$ cat config.mk
export PLATFORM = sky130hd
export DESIGN_NAME = mic_capture_flat
export DESIGN_NICKNAME = d
export VERILOG_FILES = /design/src/rtl/mic_capture_pkg.sv /design/src/rtl/mic_capture_if.sv /design/src/rtl/mic_capture_clk_div_en.sv /design/src/rtl/mic_capture.sv /design/src/flat_wrapper.sv
export SDC_FILE = /design/constraint.sdc
export NUM_CORES = 1
export LEC_CHECK = 0
export ABC_AREA = 1
export CORE_MARGIN = 2
export CORE_UTILIZATION = 35
export DETAILED_ROUTE_END_ITERATION = 12
export GPL_ROUTABILITY_DRIVEN = 0
export GPL_TIMING_DRIVEN = 0
export SYNTH_ARGS = -nofsm -noshare
export SYNTH_HDL_FRONTEND = slang
export SYNTH_SLANG_ARGS = --single-unit
$ cat constraint.sdc
create_clock -name clk -period 1.4 [get_ports clk]
set_clock_uncertainty 0.05 [all_clocks]
set_input_delay 0.21 -clock clk [delete_from_list [all_inputs] [get_ports clk]]
set_output_delay 0.21 -clock clk [all_outputs]
set_load 0.05 [all_outputs]
$ cat src/rtl/mic_capture_pkg.sv
// ---------------------------------------------------------------------------
// mic_capture_pkg
// Shared definitions for the microphone ADC capture path: serial frame
// geometry, sample width, FSM state encoding and default timing parameters.
// No ports.
// ---------------------------------------------------------------------------
package mic_capture_pkg;

    localparam int FRAME_BITS         = 16;    // SCLK periods / bits per ADC frame
    localparam int DATA_BITS          = 12;    // sample bits kept from each frame
    localparam int CLK_DIV_DEFAULT    = 3;     // clk cycles per SCLK half-period
    localparam int SAMPLE_DIV_DEFAULT = 5000;  // clk cycles between frame starts

    typedef enum logic [1:0] {
        ST_IDLE  = 2'd0,
        ST_SHIFT = 2'd1,
        ST_DONE  = 2'd2
    } cap_state_t;

    // Bits needed for a counter that runs 0..n-1 (never narrower than 1).
    function automatic int cnt_width(input int n);
        return (n <= 2) ? 1 : $clog2(n);
    endfunction

endpackage

$ cat src/rtl/mic_capture_if.sv
// ---------------------------------------------------------------------------
// mic_capture_if
// Bundles the ADC serial link (miso, cs, sclk) with the captured sample
// (mic_in, sample_valid).
//   master : the capture block -- drives cs/sclk/mic_in/sample_valid, reads miso
//   slave  : the ADC / downstream side -- drives miso, observes the rest
// ---------------------------------------------------------------------------
interface mic_capture_if;
    import mic_capture_pkg::*;

    logic                 miso;
    logic                 cs;
    logic                 sclk;
    logic [DATA_BITS-1:0] mic_in;
    logic                 sample_valid;

    modport master (
        input  miso,
        output cs,
        output sclk,
        output mic_in,
        output sample_valid
    );

    modport slave (
        output miso,
        input  cs,
        input  sclk,
        input  mic_in,
        input  sample_valid
    );

endinterface

$ cat src/rtl/mic_capture_clk_div_en.sv
// ---------------------------------------------------------------------------
// clk_div_en
// SCLK timing generator. While en is high it counts CLK_DIV clk cycles per
// SCLK half-period and emits a one-cycle fall_en, then rise_en, alternating,
// starting with a fall. No clock is derived; the parent registers sclk.
//   clk, reset : system clock, synchronous active-high reset
//   en         : run the divider; low clears the count and phase
//   rise_en    : this cycle produces an sclk rising edge
//   fall_en    : this cycle produces an sclk falling edge
// ---------------------------------------------------------------------------
module clk_div_en
    import mic_capture_pkg::*;
#(
    parameter int CLK_DIV = CLK_DIV_DEFAULT
) (
    input  logic clk,
    input  logic reset,
    input  logic en,
    output logic rise_en,
    output logic fall_en
);

    localparam int            CW = cnt_width(CLK_DIV);
    localparam logic [CW-1:0] TC = CW'(CLK_DIV - 1);

    logic [CW-1:0] cnt;
    logic          phase;  // 0: next toggle is a fall, 1: next toggle is a rise
    logic          tick;

    assign tick    = en && (cnt == TC);
    assign fall_en = tick && !phase;
    assign rise_en = tick && phase;

    always_ff @(posedge clk) begin
        if (reset || !en) begin
            cnt   <= '0;
            phase <= 1'b0;
        end else if (tick) begin
            cnt   <= '0;
            phase <= ~phase;
        end else begin
            cnt   <= cnt + CW'(1);
        end
    end

endmodule

$ cat src/rtl/mic_capture.sv
// ---------------------------------------------------------------------------
// mic_capture
// Periodically reads one 16-bit frame from the microphone ADC over a
// 3-wire serial link and presents the low 12 bits as mic_in, with a
// one-cycle sample_valid pulse on each update.
//   clk, reset : system clock, synchronous active-high reset
//   adc        : mic_capture_if.master (miso in; cs, sclk, mic_in,
//                sample_valid out, all registered)
//
// state    | meaning
// ---------+------------------------------------------------------------
// ST_IDLE  | cs high, sclk high, waiting for the sample timer to wrap
// ST_SHIFT | cs low, 16 SCLK periods, one miso bit taken per rising edge
// ST_DONE  | cs high for one cycle, captured word moves to mic_in
// ---------------------------------------------------------------------------
module mic_capture
    import mic_capture_pkg::*;
#(
    parameter int CLK_DIV    = CLK_DIV_DEFAULT,
    parameter int SAMPLE_DIV = SAMPLE_DIV_DEFAULT
) (
    input logic           clk,
    input logic           reset,
    mic_capture_if.master adc
);

    localparam int            TW         = cnt_width(SAMPLE_DIV);
    localparam logic [TW-1:0] TIMER_LAST = TW'(SAMPLE_DIV - 1);
    localparam int            BW         = cnt_width(FRAME_BITS);
    localparam logic [BW-1:0] LAST_BIT   = BW'(FRAME_BITS - 1);

    cap_state_t           state, state_nxt;
    logic [TW-1:0]        timer;
    logic                 trigger;
    logic [BW-1:0]        bit_cnt;
    logic [DATA_BITS-1:0] shreg;
    logic                 shift_act;
    logic                 rise_en, fall_en;
    logic                 cs_nxt, sclk_nxt;
    logic                 cs_q, sclk_q, sv_q;
    logic [DATA_BITS-1:0] mic_q;

    // Free-running frame timer; its wrap cycle is the frame trigger. A trigger
    // seen outside ST_IDLE is simply ignored.
    assign trigger = (timer == TIMER_LAST);

    always_ff @(posedge clk) begin
        if (reset || trigger) begin
            timer <= '0;
        end else begin
            timer <= timer + TW'(1);
        end
    end

    assign shift_act = (state == ST_SHIFT);

    clk_div_en #(
        .CLK_DIV (CLK_DIV)
    ) u_clk_div_en (
        .clk     (clk),
        .reset   (reset),
        .en      (shift_act),
        .rise_en (rise_en),
        .fall_en (fall_en)
    );

    always_ff @(posedge clk) begin
        if (reset) begin
            state <= ST_IDLE;
        end else begin
            state <= state_nxt;
        end
    end

    always_comb begin
        state_nxt = state;
        cs_nxt    = 1'b1;
        sclk_nxt  = 1'b1;
        unique case (state)
            ST_IDLE:  if (trigger) state_nxt = ST_SHIFT;
            ST_SHIFT: if (rise_en && (bit_cnt == LAST_BIT)) state_nxt = ST_DONE;
            ST_DONE:  state_nxt = ST_IDLE;
            default:  state_nxt = ST_IDLE;
        endcase
        // Outputs are decoded from the next state so cs/sclk land in their
        // registers on the same edge as the state change.
        if (state_nxt == ST_SHIFT) begin
            cs_nxt = 1'b0;
            if (fall_en) begin
                sclk_nxt = 1'b0;
            end else if (rise_en) begin
                sclk_nxt = 1'b1;
            end else begin
                sclk_nxt = sclk_q;
            end
        end
    end

    // Only DATA_BITS wide: shifting all 16 bits through it leaves the 12 data
    // bits in place and lets the 4 leading bits fall off the top unchecked.
    always_ff @(posedge clk) begin
        if (reset) begin
            bit_cnt <= '0;
            shreg   <= '0;
        end else if (shift_act) begin
            if (rise_en) begin
                shreg   <= {shreg[DATA_BITS-2:0], adc.miso};
                bit_cnt <= bit_cnt + BW'(1);
            end
        end else begin
            bit_cnt <= '0;
        end
    end

    always_ff @(posedge clk) begin
        if (reset) begin
            cs_q   <= 1'b1;
            sclk_q <= 1'b1;
            mic_q  <= '0;
            sv_q   <= 1'b0;
        end else begin
            cs_q   <= cs_nxt;
            sclk_q <= sclk_nxt;
            sv_q   <= (state == ST_DONE);
            if (state == ST_DONE) begin
                mic_q <= shreg;
            end
        end
    end

    assign adc.cs           = cs_q;
    assign adc.sclk         = sclk_q;
    assign adc.mic_in       = mic_q;
    assign adc.sample_valid = sv_q;

endmodule

$ cat src/flat_wrapper.sv
// flat-port wrapper written by rule: the top's interface ports become plain ports
module mic_capture_flat import mic_capture_pkg::*;
#(
    parameter int CLK_DIV    = CLK_DIV_DEFAULT,
    parameter int SAMPLE_DIV = SAMPLE_DIV_DEFAULT
)
  (clk, reset, adc_miso, adc_cs, adc_sclk, adc_mic_in, adc_sample_valid);
  mic_capture_if adc_i ();
  input logic clk;
  input logic reset;
  input wire logic [$bits(adc_i.miso)-1:0] adc_miso;
  output wire logic [$bits(adc_i.cs)-1:0] adc_cs;
  output wire logic [$bits(adc_i.sclk)-1:0] adc_sclk;
  output wire logic [$bits(adc_i.mic_in)-1:0] adc_mic_in;
  output wire logic [$bits(adc_i.sample_valid)-1:0] adc_sample_valid;
  assign adc_i.miso = adc_miso;
  assign adc_cs = adc_i.cs;
  assign adc_sclk = adc_i.sclk;
  assign adc_mic_in = adc_i.mic_in;
  assign adc_sample_valid = adc_i.sample_valid;
  mic_capture #(.CLK_DIV(CLK_DIV), .SAMPLE_DIV(SAMPLE_DIV)) u_core (.clk(clk), .reset(reset), .adc(adc_i));
endmodule
==> flow_metrics.tcl <==
set metrics [dict create \
    final_antenna_net_count 0 \
    grt_max_degree 18 \
    synth_fp_nets 265 \
    overflow 0 \
    cp-start-kind "flop" \
    cts.path.max_buffers 2 \
    hold_viol 0 \
    power_leakage_nw 0.816 \
    cts_tree "built" \
    worst_slack_ps 94.1 \
    ir_drop_mv 0.551 \
    antenna_found_initial 0 \
    max_cap_viol_count 0 \
    die_h_microns 78.4 \
    dieArea_sq_um 6140 \
    start_util 0.356 \
    synth.avg_cell_area_sq_um 7.48 \
    grt_use_met1 0.184 \
    worst-setup-path-type "reg -> reg" \
    numCtsBuffers 5 \
    cp.required_ps 1540 \
    syn_to_final_growth_pct 23.6 \
    drc_errors 0 \
    period_needed_ps 1310 \
    met3_usage 0.0356 \
    max_freq_mhz 766 \
    synth-seq-cells 49 \
    cp.arrival_ps 1450 \
    vias_per_cell 4.55 \
    track_usage 0.136 \
    yosysSeqAreaShare 0.506 \
    use_met2 0.211 \
    slew_headroom 0.702 \
    hold_class "in -> reg" \
    powerDensity_nw_per_um2 980 \
    period_share 0.933 \
    busiest_layer "met2" \
    clk_latency_ps 300 \
    synth_area_sq_um 1940 \
    cp_max_fo 5 \
    ios 18 \
    cts_max_level 2 \
    drt_wl_total_microns 3750 \
    final_cell_mix "63 x nand2_1, 46 x dfxtp_1, 43 x nor2_1" \
    num_rows 27 \
    whs_path_depth 2 \
    num_vias 1635 \
    outcome "finished clean" \
    cts_hold_buf 0 \
    cts.sinks 49 \
    reg2reg_depth 9 \
    setup_violations 0 \
    report.final.slew_viol_count 0 \
    worst_pin_slew_ps 448 \
    die_x_microns 78.4 \
    drtIter0Drc 62 \
    endpoint_kind "flop" \
    synth_cells 259 \
    cts_root_buffer "clkbuf_8" \
    ys_warn_count 0 \
    final.setup.tns_ps 0 \
    grt_pass1_vias 1483 \
    nets 292 \
    wire_per_inst_microns 10.4 \
    drive_gt1_frac 0.188 \
    yosysUniqueCellTypes 25 \
    preCtsSetupSlack_ps -69.8 \
    n_antenna_cell 0 \
    core_sq_um 5440 \
    grt_pass1_wl_microns 6670 \
    clk_pin_slew_ps 100 \
    dp_hpwl_microns 2650 \
    drt-pass1-iter-count 4 \
    numPortBuffers 16 \
    final_common_cell "nand2_1" \
]
repair_timing:
action	CTS	global route
endpoints found under the setup margin	29	34
gates resized for setup	49	22
gates cloned	1	0
hold endpoints to repair	0	0
buffers inserted	2	1
pin swaps	1	3
cell families (layout without fill, tap and decap cells):
| family | Yosys count | after routing | share of synthesized area |
|---|---|---|---|
| compound gates | 42 | 42 | 0.110 |
| buf+inv | 27 | 55 | 0.0607 |
| xor+xnor | 4 | 4 | 0.0181 |
| fa+ha+maj | 3 | 3 | 0.0194 |
| flops | 49 | 49 | 0.506 |
| simple gates | 134 | 134 | 0.286 |
power by group:
part | switching (W) | total, W | internal [W]
combinational | 0.0000388 | 0.0000696 | 0.0000308
sequential | 0.00000973 | 0.00141 | 0.00140
clock | 0.000503 | 0.000868 | 0.000365
registers in the layout (all words and copies together) (netlist names):
register,cells
u_core.timer,13
u_core.adc.mic_in,12
u_core.shreg,12
u_core.bit_cnt,4
u_core.state,2
u_core.u_clk_div_en.cnt,2
u_core.adc.cs,1
u_core.adc.sample_valid,1
u_core.adc.sclk,1
u_core.u_clk_div_en.phase,1
stage by stage:
stage	hold slack, ps	cells	utilization	power, W	instance area [sq um]
after floorplan	303	259	-	0.00148	1940
after global placement	356	347	0.402	0.00149	2190
after detailed placement	362	347	0.402	0.00150	2190
after CTS	167	358	0.429	0.00238	2330
after global routing	217	359	0.440	0.00247	2390
final	178	359	0.440	0.00235	2390
synthesized netlist by cell type, drive strengths merged:
library cell	count	area share
inv	18	0.035
o21bai	1	0.0039
nor3	3	0.0077
clkbuf	3	0.0058
nand3	9	0.023
a21oi	25	0.065
buf	6	0.020
nor2	49	0.099
xnor2	2	0.0090
xor2	2	0.0090
or2	3	0.0097
ha	3	0.019
dfxtp	49	0.51
nand2	67	0.13
nand3b	1	0.0039
nand4	2	0.0097
o21ai	16	0.041
cell type report:
cell class	instances	area (sq um)
Clock inverter	3	26.3
Sequential cell	49	990
Inverter	18	67.6
Buffer	9	61.3
Fill cell	550	3040
Tap cell	72	90.1
Multi-Input combinational cell	183	893
Clock buffer	5	68.8
Timing Repair Buffer	20	198
metal layers:
layer / up-vias / part of all wire
li1: 877 / -
met1: 735 / 0.50
met2: 21 / 0.46
met3: 2 / 0.029
met4: 0 / 0.0083
met5: - / 0
worst paths after layout:
check	startpoint	slack, ps	to
worst max-delay path	u_core.timer[0]	90	u_core.timer[6]
worst min-delay path	reset	180	u_core.shreg[2]
worst max register to register	u_core.timer[0]	90	u_core.timer[6]
worst min register to register	u_core.u_clk_div_en.cnt[0]	370	u_core.u_clk_div_en.cnt[0]
critical path, cell delays in order, from the launching register on:
cell and delay [ps]:
dfxtp_4 380, ha_4 160, nand2_2 50, inv_2 50, nand2_2 50, nor2_2 100
nand2_1 90, nand2_4 100, buf_6 130, nor2_2 40
Power figures use the tool's default switching activity.
